--- src/rtl/lcd_pkg.sv ---
// Shared definitions for the LCD pixel path: default frame geometry,
// RGB565 field layout and the fetch FSM encoding.
package lcd_pkg;

    localparam int H_ACT_DEF = 320;
    localparam int V_ACT_DEF = 240;
    localparam int FRAME_PIX = H_ACT_DEF * V_ACT_DEF;

    localparam int ADDR_W = 17;

    // RGB565: [15:11] red, [10:5] green, [4:0] blue
    localparam int R_W   = 5;
    localparam int G_W   = 6;
    localparam int B_W   = 5;
    localparam int PIX_W = R_W + G_W + B_W;

    typedef enum logic [1:0] {
        ST_IDLE  = 2'd0,
        ST_FETCH = 2'd1,
        ST_DONE  = 2'd2
    } fetch_state_t;

endpackage

--- src/rtl/lcd_sync_fifo.sv ---
// Synchronous show-ahead FIFO with flush; head reads as zero when empty.
// DEPTH must be a power of two so the pointers wrap naturally.
module lcd_sync_fifo #(
    parameter int WIDTH = 16,
    parameter int DEPTH = 16
) (
    input  logic                       clk,
    input  logic                       rst,
    input  logic                       flush,
    input  logic                       push,
    input  logic [WIDTH-1:0]           push_data,
    input  logic                       pop,
    output logic [WIDTH-1:0]           head,
    output logic                       empty,
    output logic [$clog2(DEPTH):0]     count
);

    localparam int AW = $clog2(DEPTH);
    localparam logic [AW:0] FULL_CNT = DEPTH[AW:0];

    logic [WIDTH-1:0] mem [DEPTH];
    logic [AW-1:0]    wr_ptr;
    logic [AW-1:0]    rd_ptr;
    logic             full;
    logic             do_push;
    logic             do_pop;

    assign empty   = (count == '0);
    assign full    = (count == FULL_CNT);
    assign do_pop  = pop && !empty;
    // At full, a same-cycle pop frees the slot the push writes into.
    assign do_push = push && (!full || do_pop);
    assign head    = empty ? '0 : mem[rd_ptr];

    always_ff @(posedge clk or negedge rst) begin
        if (!rst) begin
            wr_ptr <= '0;
            rd_ptr <= '0;
            count  <= '0;
        end else if (flush) begin
            wr_ptr <= '0;
            rd_ptr <= '0;
            count  <= '0;
        end else begin
            if (do_push) wr_ptr <= wr_ptr + 1'b1;
            if (do_pop)  rd_ptr <= rd_ptr + 1'b1;
            case ({do_push, do_pop})
                2'b10:   count <= count + 1'b1;
                2'b01:   count <= count - 1'b1;
                default: count <= count;
            endcase
        end
    end

    always_ff @(posedge clk) begin
        if (do_push && !flush) mem[wr_ptr] <= push_data;
    end

endmodule

--- src/rtl/lcd_pix_feed.sv ---
// Frame-memory fetcher feeding the LCD timing stage through a pixel FIFO.
// Reads are issued only when the FIFO has room for every read in flight.
module lcd_pix_feed
    import lcd_pkg::*;
#(
    parameter int H_ACT      = H_ACT_DEF,
    parameter int V_ACT      = V_ACT_DEF,
    parameter int FIFO_DEPTH = 16
) (
    input  logic              clk,
    input  logic              rst,
    input  logic              frame_start,
    output logic              mem_rd,
    output logic [ADDR_W-1:0] mem_addr,
    input  logic [PIX_W-1:0]  mem_data,
    input  logic              pix_req,
    output logic [PIX_W-1:0]  pix_data,
    output logic              pix_empty,
    output logic              underflow,
    output logic [1:0]        fsm_state
);

    // Handshakes: mem_rd has no backpressure and mem_data is valid exactly one
    // cycle later; pix_req pops the head only when pix_empty=0, else it is ignored.

    localparam int CW = $clog2(FIFO_DEPTH) + 1;
    localparam logic [ADDR_W-1:0] LAST_ADDR = ADDR_W'(H_ACT * V_ACT - 1);
    localparam logic [CW:0]       DEPTH_LIM = FIFO_DEPTH[CW:0];

    fetch_state_t   state;
    fetch_state_t   state_nxt;
    logic           in_flight;
    logic [CW-1:0]  fifo_count;
    logic [CW:0]    committed;

    assign committed = {1'b0, fifo_count} + {{CW{1'b0}}, in_flight};
    assign fsm_state = state;

    always_ff @(posedge clk or negedge rst) begin
        if (!rst) state <= ST_IDLE;
        else      state <= state_nxt;
    end

    always_comb begin
        state_nxt = state;
        mem_rd    = 1'b0;
        case (state)
            ST_IDLE: begin
                if (frame_start) state_nxt = ST_FETCH;
            end
            ST_FETCH: begin
                mem_rd = (committed < DEPTH_LIM);
                if (frame_start)
                    state_nxt = ST_FETCH;
                else if (mem_rd && mem_addr == LAST_ADDR)
                    state_nxt = ST_DONE;
            end
            ST_DONE: begin
                if (frame_start) state_nxt = ST_FETCH;
            end
            default: state_nxt = ST_IDLE;
        endcase
    end

    // frame_start drops the read in flight so stale data never reaches the FIFO.
    always_ff @(posedge clk or negedge rst) begin
        if (!rst) begin
            mem_addr  <= '0;
            in_flight <= 1'b0;
            underflow <= 1'b0;
        end else if (frame_start) begin
            mem_addr  <= '0;
            in_flight <= 1'b0;
            underflow <= 1'b0;
        end else begin
            in_flight <= mem_rd;
            if (mem_rd && mem_addr != LAST_ADDR) mem_addr <= mem_addr + 1'b1;
            if (pix_req && pix_empty) underflow <= 1'b1;
        end
    end

    lcd_sync_fifo #(
        .WIDTH (PIX_W),
        .DEPTH (FIFO_DEPTH)
    ) u_fifo (
        .clk       (clk),
        .rst       (rst),
        .flush     (frame_start),
        .push      (in_flight),
        .push_data (mem_data),
        .pop       (pix_req),
        .head      (pix_data),
        .empty     (pix_empty),
        .count     (fifo_count)
    );

endmodule
--- config.mk ---
export PLATFORM = sky130hd
export DESIGN_NAME = lcd_pix_feed
export DESIGN_NICKNAME = d
export VERILOG_FILES = /design/src/rtl/lcd_pkg.sv /design/src/rtl/lcd_sync_fifo.sv /design/src/rtl/lcd_pix_feed.sv
export SDC_FILE = /design/constraint.sdc
export NUM_CORES = 1
export LEC_CHECK = 0
export ABC_AREA = 1
export ABC_CLOCK_PERIOD_IN_PS = 7400
export CAP_MARGIN = 25
export CORE_MARGIN = 1.5
export CORE_UTILIZATION = 60
export CTS_CLUSTER_SIZE = 28
export DETAILED_ROUTE_END_ITERATION = 12
export MAX_ROUTING_LAYER = met4
export PLACE_DENSITY_LB_ADDON = 0.3
export SYNTH_ARGS = -nofsm -noshare
export SYNTH_HDL_FRONTEND = slang
export SYNTH_SLANG_ARGS = --single-unit
--- constraint.sdc ---
create_clock -name clk -period 7.4 [get_ports clk]
set_input_delay 1.48 -clock clk [delete_from_list [all_inputs] [get_ports clk]]
set_output_delay 1.48 -clock clk [all_outputs]
set_load 0.05 [all_outputs]
==> out/results.md, run 1 <==
## Hold path
- **hold path start** underflow$_DFFE_PN0P_
- **path class of the lowest-slack min-delay path** flip-flop to flip-flop
- **destination of the worst hold path** underflow$_DFFE_PN0P_
- **hold path cells** 2

## Worst setup path
- **signal arrival time at the worst endpoint** 4.10 ns
- **Critical Path Source Type** flip-flop
- **category of cells accounting for the largest share of critical-path delay** buffers and inverters
- **largest stage delay on the critical path** 0.91 ns
- **launch instance of the worst register-to-register path** u_fifo.count[1]$_DFFE_PN0P_
- **critical path buffer and inverter count** 2
- **R2R Setup Slk** 4.63 ns
- **Required @ worst endpoint** 5.92 ns
- **kind of end point of the critical path** output pin
- **R2R Path End** u_fifo.mem[4][0]$_DFFE_PP_
- **crit path cell chain** buf_4 -> nand2_1 -> nand3_1 -> nand3_1 -> nand2_1 -> nand2_1 -> a21oi_1 -> clkdlybuf4s50_1
- **largest fanout on the critical path** 96
- **Crit Path Class** flip-flop to output pin
- **Worst Reg-to-Reg Cells** 6
- **critical-path cell with the highest stage delay** clkdlybuf4s50_1
- **most numerous cell on the critical path** nand2_1

## Timing
- **Sum Neg Setup Slack** 0 ns
- **setup repair after global routing missed its margin** no
- **minimum clock period** 5.58 ns
- **Tightest Pin Transition** 1.04 ns
- **Setup-failing EPs final** 0
- **max-slew violation total from the final report** 0
- **fmax** 179 MHz
- **Final Skew** 0.0168 ns
- **final worst path period share** 0.755
- **count of endpoints failing hold in the final timing report** 0
- **worst max-slew margin expressed relative to the limit** 0.304

## Global route
- **GRT Util Overall** 0.295
- **global route total overflow** 0
- **via count of the first global-routing pass** 8,511
- **pin count of the biggest net entering global routing** 97
- **antenna violations before repair** 3
- **wire length of the first global-routing pass** 47,100 um

## Yosys
- **post-synth net total** 1,202
- **asr flop ratio synth** 0.117
- **most used standard cells in the synthesized netlist** 401 x nand2_1, 256 x edfxtp_1, 242 x nand3_1
- **mean cell area of the mapped netlist** 10.7 um^2
- **post-synth cell types** 34
- **flip-flop cell with the highest count after synthesis** edfxtp_1
- **top cells by area, synth** edfxtp_1 61%, nand2_1 12%, nand3_1 9.6%, dfrtp_1 6.8%, buf_2 1.2%
- **post-synth top area share** 0.610
- **synthesis-stage register bit count** 290
- **number of synthesized flops with an enable pin** 256
- **most frequently used cell type in the post-synthesis netlist** nand2_1
- **Post-Synthesis Cells** 1,172
- **Yosys top cell by area** edfxtp_1
- **combined area of all synthesized cells** 12,600 um^2
- **Synth Warn #** 0
- **Seq/Total Area, Yosys** 0.678

## Final layout
- **filler instances** 1,414
- **Non-Filler Cell Area, Final** 14,500 um^2
- **Final #Nets** 1,252
- **share of the core filled with cells in the final layout** 0.709
- **fraction of final layout cells sized beyond drive strength 1** 0.0869
- **post-synthesis to final-layout area growth** 14.9%

## Clock tree
- **clock transition at the registers of the reported paths** 0.07 ns
- **buffers inserted by post-CTS timing repair** 0
- **number of CTS-inserted buffers** 28
- **later-pin clock latency in the skew report** 0.54 ns
- **CTS sink count** 290
- **Resize count post-CTS** 0
- **CTS H-Tree Depth** 1
- **clock tree from TritonCTS** yes
- **hold_buf cts** 0
- **maximum clock path buffer count** 3
- **clock tree root buffer cell** clkbuf_16

## Route
- **drt pass-1 iters** 8
- **final antenna-violating net count** 0
- **post-detailed-routing wire length** 30,800 um
- **DRC Markers** 0
- **routed via count** 9,004
- **WL/cell** 20.3 um
- **initial drt markers** 1,147
- **Vias per Instance** 5.94

## Place
- **Port Buffer Count** 57
- **area after detailed placement** 13,500 um^2
- **Final GP Congestion** 0.863
- **HPWL after DPL** 17,500 um

## Pwr
- **leakage** 5.42 nW
- **PwrDens** 309 nW/um^2
- **worst vdd ir** 0.000173 V
- **power consumption** 4.47 mW

## Floorplanning
- **# rows** 52
- **initial core utilization** 0.617
- **overall die width** 148 um
- **height of the chip** 148 um
- **area of the core region** 20,400 um^2
- **IO Count** 58
- **DIE AREA** 21,900 um^2

## Run status
- **run status** finished, final reports clean

## Run
- **total of max-cap violations** 0

-- cell families (layout without fill, tap and decap cells) --
group / count (synthesis) / in the layout / synth area share
and+or+nand+nor: 730 / 730 / 0.255
muxes: 1 / 1 / 0.000795
buffers and inverters: 99 / 170 / 0.0348
xor gates and xnor gates: 12 / 12 / 0.00834
other: 0 / 3 / 0
DFF: 290 / 290 / 0.678
AOI/OAI and AO/OA: 30 / 30 / 0.0125
adders and majority gates: 10 / 10 / 0.0105
-- area by class of cell --
type                            count  area (um^2)  share of cell area
Inverter                           37          140             0.00968
Antenna cell                        3         7.51            0.000519
Tap cell                          270          338              0.0233
Multi-Input combinational cell    783         3700               0.256
Clock inverter                     20          256              0.0177
Clock buffer                       31          733              0.0506
Sequential cell                   290         8540               0.590
Timing Repair Buffer               82          758              0.0524
-- where the power goes --
part | switching [mW] | internal [mW]
logic | 0.801 | 0.299
clock network | 0.586 | 0.921
registers | 0.0458 | 1.82
-- sequential cells by signal (all words and copies together), names as in the netlist --
| signal | count |
|---|---|
| in_flight | 1 |
| u_fifo.rd_ptr | 4 |
| u_fifo.mem | 256 |
| u_fifo.wr_ptr | 4 |
| u_fifo.count | 5 |
| underflow | 1 |
| mem_addr | 17 |
| fsm_state | 2 |
-- stage by stage --
step / setup WS [ns] / std cells / hold slack, ns
final: 1.82 / 1516 / 0.492
after detailed placement: 2.56 / 1462 / 0.486
after CTS: 1.95 / 1513 / 0.500
after global placement: 2.55 / 1462 / 0.479
after floorplan: 3.73 / 1172 / 0.518
after global routing: 1.73 / 1516 / 0.524
-- per-layer routing --
metal	global-route usage	share of wire
met1	0.402	0.39
met5	-	0
met4	0.114	0.031
met2	0.455	0.47
met3	0.0457	0.10
-- worst min-delay path, cell delays in order (launching register included) --
cell     delay, ns
dfrtp_1       0.34
a21oi_1       0.04
nor2_1        0.07
-- placed cells by master, fill, tap and decap left out, types with 2 or more instances in the layout --
master,synthesis,final
diode_2,0,3
inv_2,6,5
o21ai_0,4,4
clkdlybuf4s50_1,0,57
nand4_1,7,7
dfrtp_1,34,32
clkinv_1,2,8
edfxtp_1,256,256
nor3_2,0,16
nor3_1,21,5
a21oi_1,20,20
nor2_2,3,3
clkinv_4,0,3
buf_4,0,25
clkinv_2,0,5
nand2_2,2,2
nor2_1,33,33
bufinv_16,0,6
nand2_1,401,401
ha_1,9,9
nand3b_1,11,11
nand3_1,242,242
clkbuf_1,16,2
o21ai_1,4,4
nand3_2,4,4
xor2_1,9,9
nor2_4,3,3
clkbuf_16,0,29
inv_1,29,29
xnor2_1,3,3
-- worst max-delay path by stage --
stage          depth (start not counted)                           to                    startpoint  slack [ns]
5_1_grt                                8                  pix_data[5]  u_fifo.rd_ptr[0]$_DFFE_PN0P_        1.73
2_1_floorplan                          5  u_fifo.mem[10][0]$_DFFE_PP_                   frame_start        3.73
3_3_place_gp                           8                  pix_data[5]  u_fifo.rd_ptr[0]$_DFFE_PN0P_        2.55
6_report                               8                  pix_data[5]  u_fifo.rd_ptr[0]$_DFFE_PN0P_        1.82
3_5_place_dp                           8                  pix_data[5]  u_fifo.rd_ptr[0]$_DFFE_PN0P_        2.56
4_1_cts                                8                  pix_data[5]  u_fifo.rd_ptr[0]$_DFFE_PN0P_        1.95
No activity file was read; power rests on OpenSTA's default activity.
==> run 2, diff against run 1 <==
Settings changed: ABC_CLOCK_PERIOD_IN_PS 7400 to 5700.
Clock period 7.4 ns to 5.7 ns, I/O delays scaled along.
==> run 2 against run 1 <==
Effect of this change:
- wire length rose by 0.63%
- clock power is 12% higher
- worst setup slack worse by 1.1 ns
- critical path depth is the same
- via count about the same
- combinational power is 29% higher
- sequential share of layout area increased by 0.50 points
- utilization fell by 0.60 points
- non-clock buffer count increased by 4
==> out/results.md, run 2 (synthesis results as in run 1) <==
## Place
- **Port Buffer Count** 57, unchanged
- **Place WS** 1.33 ns, -1.23 ns
- **Final GP Congestion** 0.842, -2.5%
- **HPWL after DPL** 18,400 um, +5.2%

## Timing
- **Final Skew** 0.0108 ns, -0.00597 ns
- **worst-case setup margin in the final layout** 0.757 ns, -1.06 ns
- **Setup-failing EPs final** 0, unchanged
- **setup repair after global routing missed its margin** no
- **count of endpoints failing hold in the final timing report** 0, unchanged
- **Tightest Pin Transition** 0.976 ns, -0.0687 ns
- **fmax** 202 MHz
- **Sum Neg Setup Slack** 0 ns, unchanged
- **final worst path period share** 0.867
- **Hold Worst Slack** 0.503 ns, +0.0103 ns
- **worst max-slew margin expressed relative to the limit** 0.346, +0.0422
- **max-slew violation total from the final report** 0, unchanged
- **minimum clock period** 4.94 ns

## Global route
- **pin count of the biggest net entering global routing** 109, +12%
- **antenna violations before repair** 3, unchanged
- **global route total overflow** 0, unchanged
- **via count of the first global-routing pass** 8,484, -0.32%
- **wire length of the first global-routing pass** 48,000 um, +1.8%
- **GRT Util Overall** 0.298, +0.00299

## Floorplanning
- **# rows** 52, unchanged
- **height of the chip** 148 um, unchanged
- **IO Count** 58, unchanged
- **area of the core region** 20,400 um^2, unchanged
- **DIE AREA** 21,900 um^2, unchanged
- **initial core utilization** 0.617, unchanged
- **overall die width** 148 um, unchanged

## Worst setup path
- **signal arrival time at the worst endpoint** 3.80 ns, -0.30 ns
- **crit path cell chain** buf_4 -> nand2_1 -> nand3_1 -> nand3_1 -> nand2_1 -> nand2_1 -> a21oi_1 -> clkdlybuf4s50_1
- **critical-path cell with the highest stage delay** clkdlybuf4s50_1
- **largest fanout on the critical path** 58, -40%
- **Crit Path Class** flip-flop to output pin
- **most numerous cell on the critical path** nand2_1
- **Critical Path Source Type** flip-flop
- **largest stage delay on the critical path** 0.91 ns, about the same
- **kind of end point of the critical path** output pin
- **Required @ worst endpoint** 4.56 ns, -1.36 ns

## Route
- **final antenna-violating net count** 0, unchanged
- **drt pass-1 iters** 5, -3
- **Max Used Layer** met4
- **Vias per Instance** 5.92, -0.29%
- **wire length on met3** 3130 um, -2.1%
- **detailed-route wire length on metal 1** 12,200 um, +0.92%
- **DRC Markers** 0, unchanged
- **initial drt markers** 1,148, +0.087%
- **routed via count** 8,996, -0.089%
- **post-detailed-routing wire length** 31,000 um, +0.63%
- **met2 wire length** 14,600 um, +0.12%
- **WL/cell** 20.4 um, +0.43%

## Final layout
- **Reg with most FFs** u_fifo.mem
- **share of the core filled with cells in the final layout** 0.703, -0.00600
- **most common cell after layout, fill and taps aside** nand2_1
- **number of flip-flops under the largest register name** 256, unchanged
- **Final #Nets** 1,257, +0.40%
- **fraction of final layout cells sized beyond drive strength 1** 0.0851, -0.00181
- **post-synthesis to final-layout area growth** 14.0%
- **most frequent cells in the layout** 401 x nand2_1, 256 x edfxtp_1, 242 x nand3_1
- **biggest registers after layout** u_fifo.mem (256), mem_addr (17), u_fifo.count (5)

## Pwr
- **PwrDens** 385 nW/um^2, +25%
- **Combinational Power Share** 0.257, +0.011
- **Switching Fraction** 0.336, +0.0148
- **Net Sw Power** 1.86 mW, +29%
- **worst vdd ir** 0.000252 V, +45%
- **internal power component** 3.68 mW, +21%
- **share of power burned in the clock network** 0.305, -0.032
- **power consumption** 5.53 mW, +24%
- **sequential share of power** 0.438, +0.022
- **leakage** 5.37 nW, -0.83%

## Run status
- **run status** finished, final reports clean

## Run
- **total of max-cap violations** 0, unchanged

## Clock tree
- **hold_buf cts** 0, unchanged
- **maximum clock path buffer count** 3, unchanged
- **Resize count post-CTS** 0, unchanged
- **buffers inserted by post-CTS timing repair** 0, unchanged
- **number of CTS-inserted buffers** 29, +3.6%
- **later-pin clock latency in the skew report** 0.55 ns, about the same
- **clock tree root buffer cell** clkbuf_16
- **CTS H-Tree Depth** 1, unchanged
- **clock transition at the registers of the reported paths** 0.06 ns, about the same
- **CTS sink count** 290, unchanged
- **clock tree from TritonCTS** yes

## Hold path
- **path class of the lowest-slack min-delay path** flip-flop to flip-flop

run 2: changes by cell type in the layout (fill, tap and decap cells not counted), sizes merged:
cell,change
buf,+4
bufinv,-6
clkbuf,+3
clkinv,+1
clkinvlp,-1
inv,+2
run 2: critical path: cells and delay by family (launching register included):
| family | cells | cell delay (ns) |
|---|---|---|
| compound gates | 1 | 0.40 |
| buf+inv | 2 | 1.49 |
| flops | 1 | 0.85 |
| simple gates | 5 | 0.44 |
run 2: worst paths after layout:
path / startpoint / to / slack [ns] / depth (start not counted)
worst min-delay path: underflow$_DFFE_PN0P_ / underflow$_DFFE_PN0P_ / 0.50 / 2
worst max register to register: u_fifo.count[1]$_DFFE_PN0P_ / u_fifo.mem[2][15]$_DFFE_PP_ / 2.87 / 6
worst min register to register: underflow$_DFFE_PN0P_ / underflow$_DFFE_PN0P_ / 0.50 / 2
max in group asynchronous: rst / u_fifo.rd_ptr[0]$_DFFE_PN0P_ / 4.33 / 2
min in group asynchronous: rst / u_fifo.count[2]$_DFFE_PN0P_ / 1.00 / 2
worst max-delay path: u_fifo.rd_ptr[0]$_DFFE_PN0P_ / pix_data[1] / 0.76 / 8
run 2: per-stage QoR:
step / area [um^2] / instances
final: 14400 / 1519
after global routing: 14400 / 1519
after CTS: 14300 / 1516
after detailed placement: 13500 / 1466
after global placement: 13500 / 1466
after floorplan: 12600 / 1172
run 2: layout make-up:
type	instances	area (um^2)
Sequential cell	290	8540
Fill cell	1416	6080
Multi-Input combinational cell	783	3700
Timing Repair Buffer	86	801
Clock buffer	34	744
Tap cell	270	338
Inverter	37	140
Clock inverter	16	80.1
Antenna cell	3	7.51
run 2: power groups by stage:
stage | Clock (mW) | Sequential (mW) | Combinational, mW
6_report | 1.69 | 2.42 | 1.42
5_1_grt | 1.79 | 2.42 | 1.52
4_1_cts | 1.71 | 2.42 | 1.41
3_5_place_dp | 0 | 2.46 | 1.40
3_3_place_gp | 0 | 2.46 | 1.37
2_1_floorplan | 0 | 2.46 | 0.947
run 2: per-layer routing:
layer / track usage / vias up
li1: - / 4164
met1: 0.404 / 4273
met2: 0.452 / 482
met3: 0.0568 / 77
met4: 0.117 / 0
met5: - / -
==> run 3, diff against run 2 <==
Settings changed: ABC_CLOCK_PERIOD_IN_PS 5700 to unset, SYNTH_HIERARCHICAL set to 1.
==> run 3 against run 2 <==
Effect of this change:
- register-to-register slack gained 0.26 ns
- sequential share of layout area down 0.14 points
- combinational power increased by 58%
- hold slack better by 0.033 ns
- total power rose by 18%
- non-clock buffer count increased by 1
- critical endpoint is now pix_data[6]
- largest cell class unchanged
- highest routed layer unchanged
==> out/results.md, run 3 <==
## Final layout
- **antenna cell count** 0, -3
- **post-synthesis to final-layout area growth** 14.5%
- **Final #Nets** 1,257, unchanged
- **Non-Filler Cell Area, Final** 14,400 um^2, +0.23%
- **Reg with most FFs** u_fifo/mem
- **biggest registers after layout** u_fifo/mem (256), mem_addr (17), u_fifo/count (5)
- **most frequent cells in the layout** 426 x nand2_1, 256 x edfxtp_1, 224 x nand3_1
- **share of the core filled with cells in the final layout** 0.707, +0.00390
- **fraction of final layout cells sized beyond drive strength 1** 0.0857, +0.000596
- **most common cell after layout, fill and taps aside** nand2_1
- **filler instances** 1,397, -1.3%
- **number of flip-flops under the largest register name** 256, unchanged

## Timing
- **Sum Neg Setup Slack** 0 ns, unchanged
- **max-slew violation total from the final report** 0, unchanged
- **minimum clock period** 4.69 ns, -0.257 ns
- **worst-case setup margin in the final layout** 1.01 ns, +0.257 ns
- **Final Skew** 0.0121 ns, +0.00131 ns
- **Tightest Pin Transition** 0.984 ns, +0.00815 ns
- **setup repair after global routing missed its margin** no
- **count of endpoints failing hold in the final timing report** 0, unchanged
- **fmax** 213 MHz, +5.5%
- **Setup-failing EPs final** 0, unchanged
- **worst max-slew margin expressed relative to the limit** 0.344, -0.00189
- **final worst path period share** 0.822, -0.0451

## Yosys
- **combined area of all synthesized cells** 12,600 um^2, -0.25%
- **Post-Synthesis Cells** 1,168, -0.34%
- **number of synthesized flops with an enable pin** 256, unchanged
- **post-synth net total** 1,198, -0.33%
- **asr flop ratio synth** 0.117, unchanged
- **Seq/Total Area, Yosys** 0.680, +0.00169
- **top cells by area, synth** edfxtp_1 61%, nand2_1 13%, nand3_1 8.9%, dfrtp_1 6.8%, buf_2 1.2%
- **most frequently used cell type in the post-synthesis netlist** nand2_1
- **synthesis-stage register bit count** 290, unchanged
- **most used standard cells in the synthesized netlist** 426 x nand2_1, 256 x edfxtp_1, 224 x nand3_1
- **Synth Warn #** 6, +6
- **flip-flop cell with the highest count after synthesis** edfxtp_1
- **Yosys top cell by area** edfxtp_1
- **mean cell area of the mapped netlist** 10.8 um^2, about the same
- **post-synth cell types** 31, -8.8%
- **post-synth top area share** 0.612, +0.00152

## Route
- **initial drt markers** 967, -16%
- **Vias per Instance** 5.96, +0.67%
- **routed via count** 9,056, +0.67%
- **WL/cell** 20.3 um, -0.43%
- **post-detailed-routing wire length** 30,900 um, -0.43%
- **final antenna-violating net count** 0, unchanged
- **DRC Markers** 0, unchanged
- **drt pass-1 iters** 6, +1

## Worst setup path
- **Critical Path Source Type** flip-flop
- **most numerous cell on the critical path** nand2_1
- **kind of end point of the critical path** output pin
- **signal arrival time at the worst endpoint** 3.55 ns, -0.25 ns
- **critical-path cell with the highest stage delay** clkdlybuf4s50_1
- **largest fanout on the critical path** 48, -17%
- **Required @ worst endpoint** 4.56 ns, about the same
- **largest stage delay on the critical path** 0.89 ns, -0.02 ns
- **Crit Path Class** flip-flop to output pin
- **crit path cell chain** clkinv_2 -> buf_4 -> nand2_1 -> nand3_1 -> nand3_1 -> nand2_1 -> nand2_1 -> a21oi_1 -> clkdlybuf4s50_1

## Run status
- **run status** finished, final reports clean

## Pwr
- **leakage** 5.49 nW, +2.2%
- **PwrDens** 453 nW/um^2, +17%
- **worst vdd ir** 0.000450 V, +79%

## Clock tree
- **clock transition at the registers of the reported paths** 0.06 ns, about the same
- **buffers inserted by post-CTS timing repair** 0, unchanged
- **clock tree from TritonCTS** yes
- **later-pin clock latency in the skew report** 0.54 ns, about the same
- **CTS H-Tree Depth** 1, unchanged
- **number of CTS-inserted buffers** 28, -3.4%
- **clock tree root buffer cell** clkbuf_16
- **CTS sink count** 290, unchanged
- **maximum clock path buffer count** 3, unchanged
- **Resize count post-CTS** 0, unchanged
- **hold_buf cts** 0, unchanged

## Place
- **area after detailed placement** 13,500 um^2, -0.36%
- **Place WS** 1.59 ns, +0.256 ns
- **Final GP Congestion** 0.881, +4.7%
- **HPWL after DPL** 16,900 um, -8.2%
- **Port Buffer Count** 57, unchanged

## Global route
- **antenna violations before repair** 0, -3
- **wire length of the first global-routing pass** 47,100 um, -1.8%
- **pin count of the biggest net entering global routing** 91, -17%
- **GRT Util Overall** 0.294, -0.00455
- **global route total overflow** 0, unchanged
- **via count of the first global-routing pass** 8,726, +2.9%

## Floorplanning
- **IO Count** 58, unchanged
- **area of the core region** 20,400 um^2, -0.32%
- **height of the chip** 148 um, -0.12%
- **initial core utilization** 0.617, about the same
- **# rows** 52, unchanged
- **overall die width** 148 um, -0.12%
- **DIE AREA** 21,800 um^2, -0.24%

## Hold path
- **path class of the lowest-slack min-delay path** flip-flop to flip-flop

## Run
- **total of max-cap violations** 0, unchanged

run 3: path summary, 6_finish.rpt:
| kind | startpoint | end | slack, ns | cells after the start |
|---|---|---|---|---|
| worst max-delay path | u_fifo/rd_ptr[0]$_DFFE_PN0P_ | pix_data[6] | 1.01 | 9 |
| worst min-delay path | underflow$_DFFE_PN0P_ | underflow$_DFFE_PN0P_ | 0.54 | 2 |
| worst max register to register | u_fifo/count[1]$_DFFE_PN0P_ | u_fifo/mem[13][3]$_DFFE_PP_ | 3.13 | 6 |
| worst min register to register | underflow$_DFFE_PN0P_ | underflow$_DFFE_PN0P_ | 0.54 | 2 |
| max in group asynchronous | rst | u_fifo/rd_ptr[0]$_DFFE_PN0P_ | 4.32 | 2 |
| min in group asynchronous | rst | underflow$_DFFE_PN0P_ | 1.01 | 2 |
run 3: cell families after synthesis:
family / Yosys count / synth area share
buf+inv: 98 / 0.0369
simple gates: 724 / 0.249
compound gates: 33 / 0.0150
fa+ha+maj: 10 / 0.0106
flops: 290 / 0.680
xor+xnor: 13 / 0.00906
run 3: metrics by stage:
stage | hold WS [ns] | total power, mW | cells
after floorplan | 0.525 | 4.06 | 1168
after global placement | 0.481 | 4.66 | 1467
after detailed placement | 0.514 | 4.70 | 1467
after CTS | 0.544 | 6.51 | 1519
after global routing | 0.582 | 6.81 | 1519
final | 0.535 | 6.51 | 1519
run 3: layout make-up:
| type | count | area, um^2 | area share |
|---|---|---|---|
| sequential | 290 | 8540 | 0.594 |
| multi-input combinational | 780 | 3630 | 0.252 |
| timing repair buffer | 87 | 808 | 0.0562 |
| clock buffer | 36 | 771 | 0.0536 |
| tap | 270 | 338 | 0.0235 |
| inverter | 40 | 151 | 0.0105 |
| clock inverter | 16 | 144 | 0.0100 |
run 3: routing by layer:
layer	part of all wire	global-route usage	vias to the layer above
li1	-	-	4131
met5	0	-	-
met1	0.39	0.380	4315
met4	0.029	0.0980	0
met2	0.48	0.479	518
met3	0.11	0.0485	92
run 3: worst max-delay path, delay by kind of cell, from the launching register on:
| family | cells | cell delay (ns) |
|---|---|---|
| buffers and inverters | 3 | 1.76 |
| DFF | 1 | 0.48 |
| and+or+nand+nor | 5 | 0.42 |
| AOI/OAI and AO/OA | 1 | 0.31 |
run 3: power by group:
group          internal (mW)  leakage (nW)  switching (mW)  total (mW)
registers               2.39          2.76          0.0643        2.46
logic                  0.621          2.28            1.62        2.24
clock network           1.05         0.454           0.771        1.82
total                   4.06          5.49            2.45        6.51
==> variant (config.mk and constraints of run 2) <==
Set the parameter `FIFO_DEPTH` to 8 (it was 16).
--- a/src/rtl/lcd_pix_feed.sv
+++ b/src/rtl/lcd_pix_feed.sv
@@ -7,3 +7,3 @@
     parameter int V_ACT      = V_ACT_DEF,
-    parameter int FIFO_DEPTH = 16
+    parameter int FIFO_DEPTH = 8
 ) (
Check against the original RTL: not equivalent (Yosys sat finds a counterexample within 10 cycles, from zero or initial values and one cycle with rst low).
==> variant against run 2 <==
  * Die area decreased by 43%
  * Sequential power down 42%
  * Routed wire length shrank 49%
  * Area after synthesis decreased by 44%
  * Power shrank 24%
  * Worst setup slack better by 0.70 ns
  * Via count shrank 42%
  * Clock power shrank 31%
  * Sequential share of layout area is 4.7 points lower
  * Design area is 41% lower
  * Sequential cell count decreased by 131
  * Critical endpoint is now pix_data[7]
  * Highest routed layer unchanged
==> variant: results <==
[synth]
ys_top_cells_by_area = edfxtp_1 (54%), dfrtp_1 (11%), nor2_1 (9.2%), o21ai_0 (6.4%), nand2_1 (4.1%)
yosysWarnings = 0
seq_area_frac_synth_pct = 65.4
synth_common_cells = nor2_1 (173), edfxtp_1 (128), o21ai_0 (90), nand2_1 (77), nand3_1 (37)
ys_types = 30
synthArstFlopShare_pct = 19.5
synth_edf_count = 128
synth.net_count = 710

[timing]
slew_headroom_pct = 40.6
fin_skew_ns = 0.00515

[place]
gp_congestion = 0.890
post-place-ws_ns = 1.69
placed_cell_area_sq_um = 7800
io_buffers = 57
place_hpwl_um = 9130

[clocking]
cts_buffers = 17
clockBufferDepth = 2
root_buffer = clkbuf_16
ctsResizeCount = 0
clock_latency_ns = 0.43
cts.htree.levels = 4
cts_setup_buffers = 0
path_clk_slew_ns = 0.06

[hold_path]
hold_class = reg -> reg
min_from = underflow

[outcome]
outcome = finished, final reports clean

[global_routing]
gr-usage-met1_pct = 32.9
grt_antenna_before_repair = 0
met2_usage_pct = 45.4
grt_pass1_wl_um = 25500
grt_start_max_net_pins = 66
grtUsageTotal_pct = 27.6
met3_usage_pct = 5.99

[critical_path]
critPathMaxFanout = 30
arrival_ns = 3.10
regToRegStartpoint = u_fifo.count[0]
critPathLaunch = u_fifo.rd_ptr[1]

[drt]
wl_met1_um = 6210
vias = 5247
drtIter0Drc = 456
first_pass_iters = 7
drt_wl_total_um = 15800
met3_length_um = 1020
maxUsedRoutingLayer = met4
wl_met2_um = 8240

[final_layout]
largest_registers = u_fifo.mem: 128 flops, mem_addr: 17 flops, u_fifo.count: 4 flops
diodes = 0
final_nets = 768
drive_gt1_share_pct = 8.08

[power_and_ir_drop]
p_leak_nw = 3.13
peakVddDrop_mv = 0.375
swShare_pct = 40.3
variant: logic make-up after synthesis:
| kind of cell | Yosys count | synth area share [%] |
|---|---|---|
| xor+xnor | 9 | 1.12 |
| simple gates | 322 | 19.5 |
| buf+inv | 61 | 3.58 |
| fa+ha+maj | 6 | 1.17 |
| compound gates | 127 | 9.24 |
| flops | 159 | 65.4 |
variant: final timing paths:
path	cells after the start	slack [ns]	to
setup / recovery	7	1.46	pix_data[7]
hold / removal	2	0.52	underflow
setup reg to reg	13	3.07	u_fifo.count[3]
hold reg to reg	2	0.52	underflow
max in group asynchronous	2	4.28	u_fifo.count[2]
min in group asynchronous	2	1.12	u_fifo.count[0]
variant: area by class of cell:
class,instances,area (sq um)
tap,143,179
inverter,29,109
fill,754,3040
multi-input combinational,464,2200
clock buffer,17,425
timing repair buffer,71,716
sequential,159,4620
clock inverter,15,185
variant: worst max-delay path, cell delays in order (launching register included):
cell and delay (ns):
dfrtp_1 0.73, buf_8 0.25, buf_4 0.31, o21ai_0 0.15, o21ai_1 0.15, nor2_1 0.05, nor2_1 0.19, clkdlybuf4s50_1 0.83
variant: stage by stage:
stage / cells / util, %
2_1_floorplan: 684 / -
3_3_place_gp: 864 / 67.8
3_5_place_dp: 865 / 68.1
4_1_cts: 897 / 73.4
5_1_grt: 898 / 73.5
6_report: 898 / 73.5
variant: power groups by stage:
stage          Combinational, mW  Sequential, mW  Clock [mW]
3_5_place_dp                1.63            1.43           0
4_1_cts                     1.65            1.41        1.17
5_1_grt                     1.81            1.41        1.22
3_3_place_gp                1.58            1.43           0
2_1_floorplan               1.14            1.45           0
6_report                    1.67            1.40        1.16
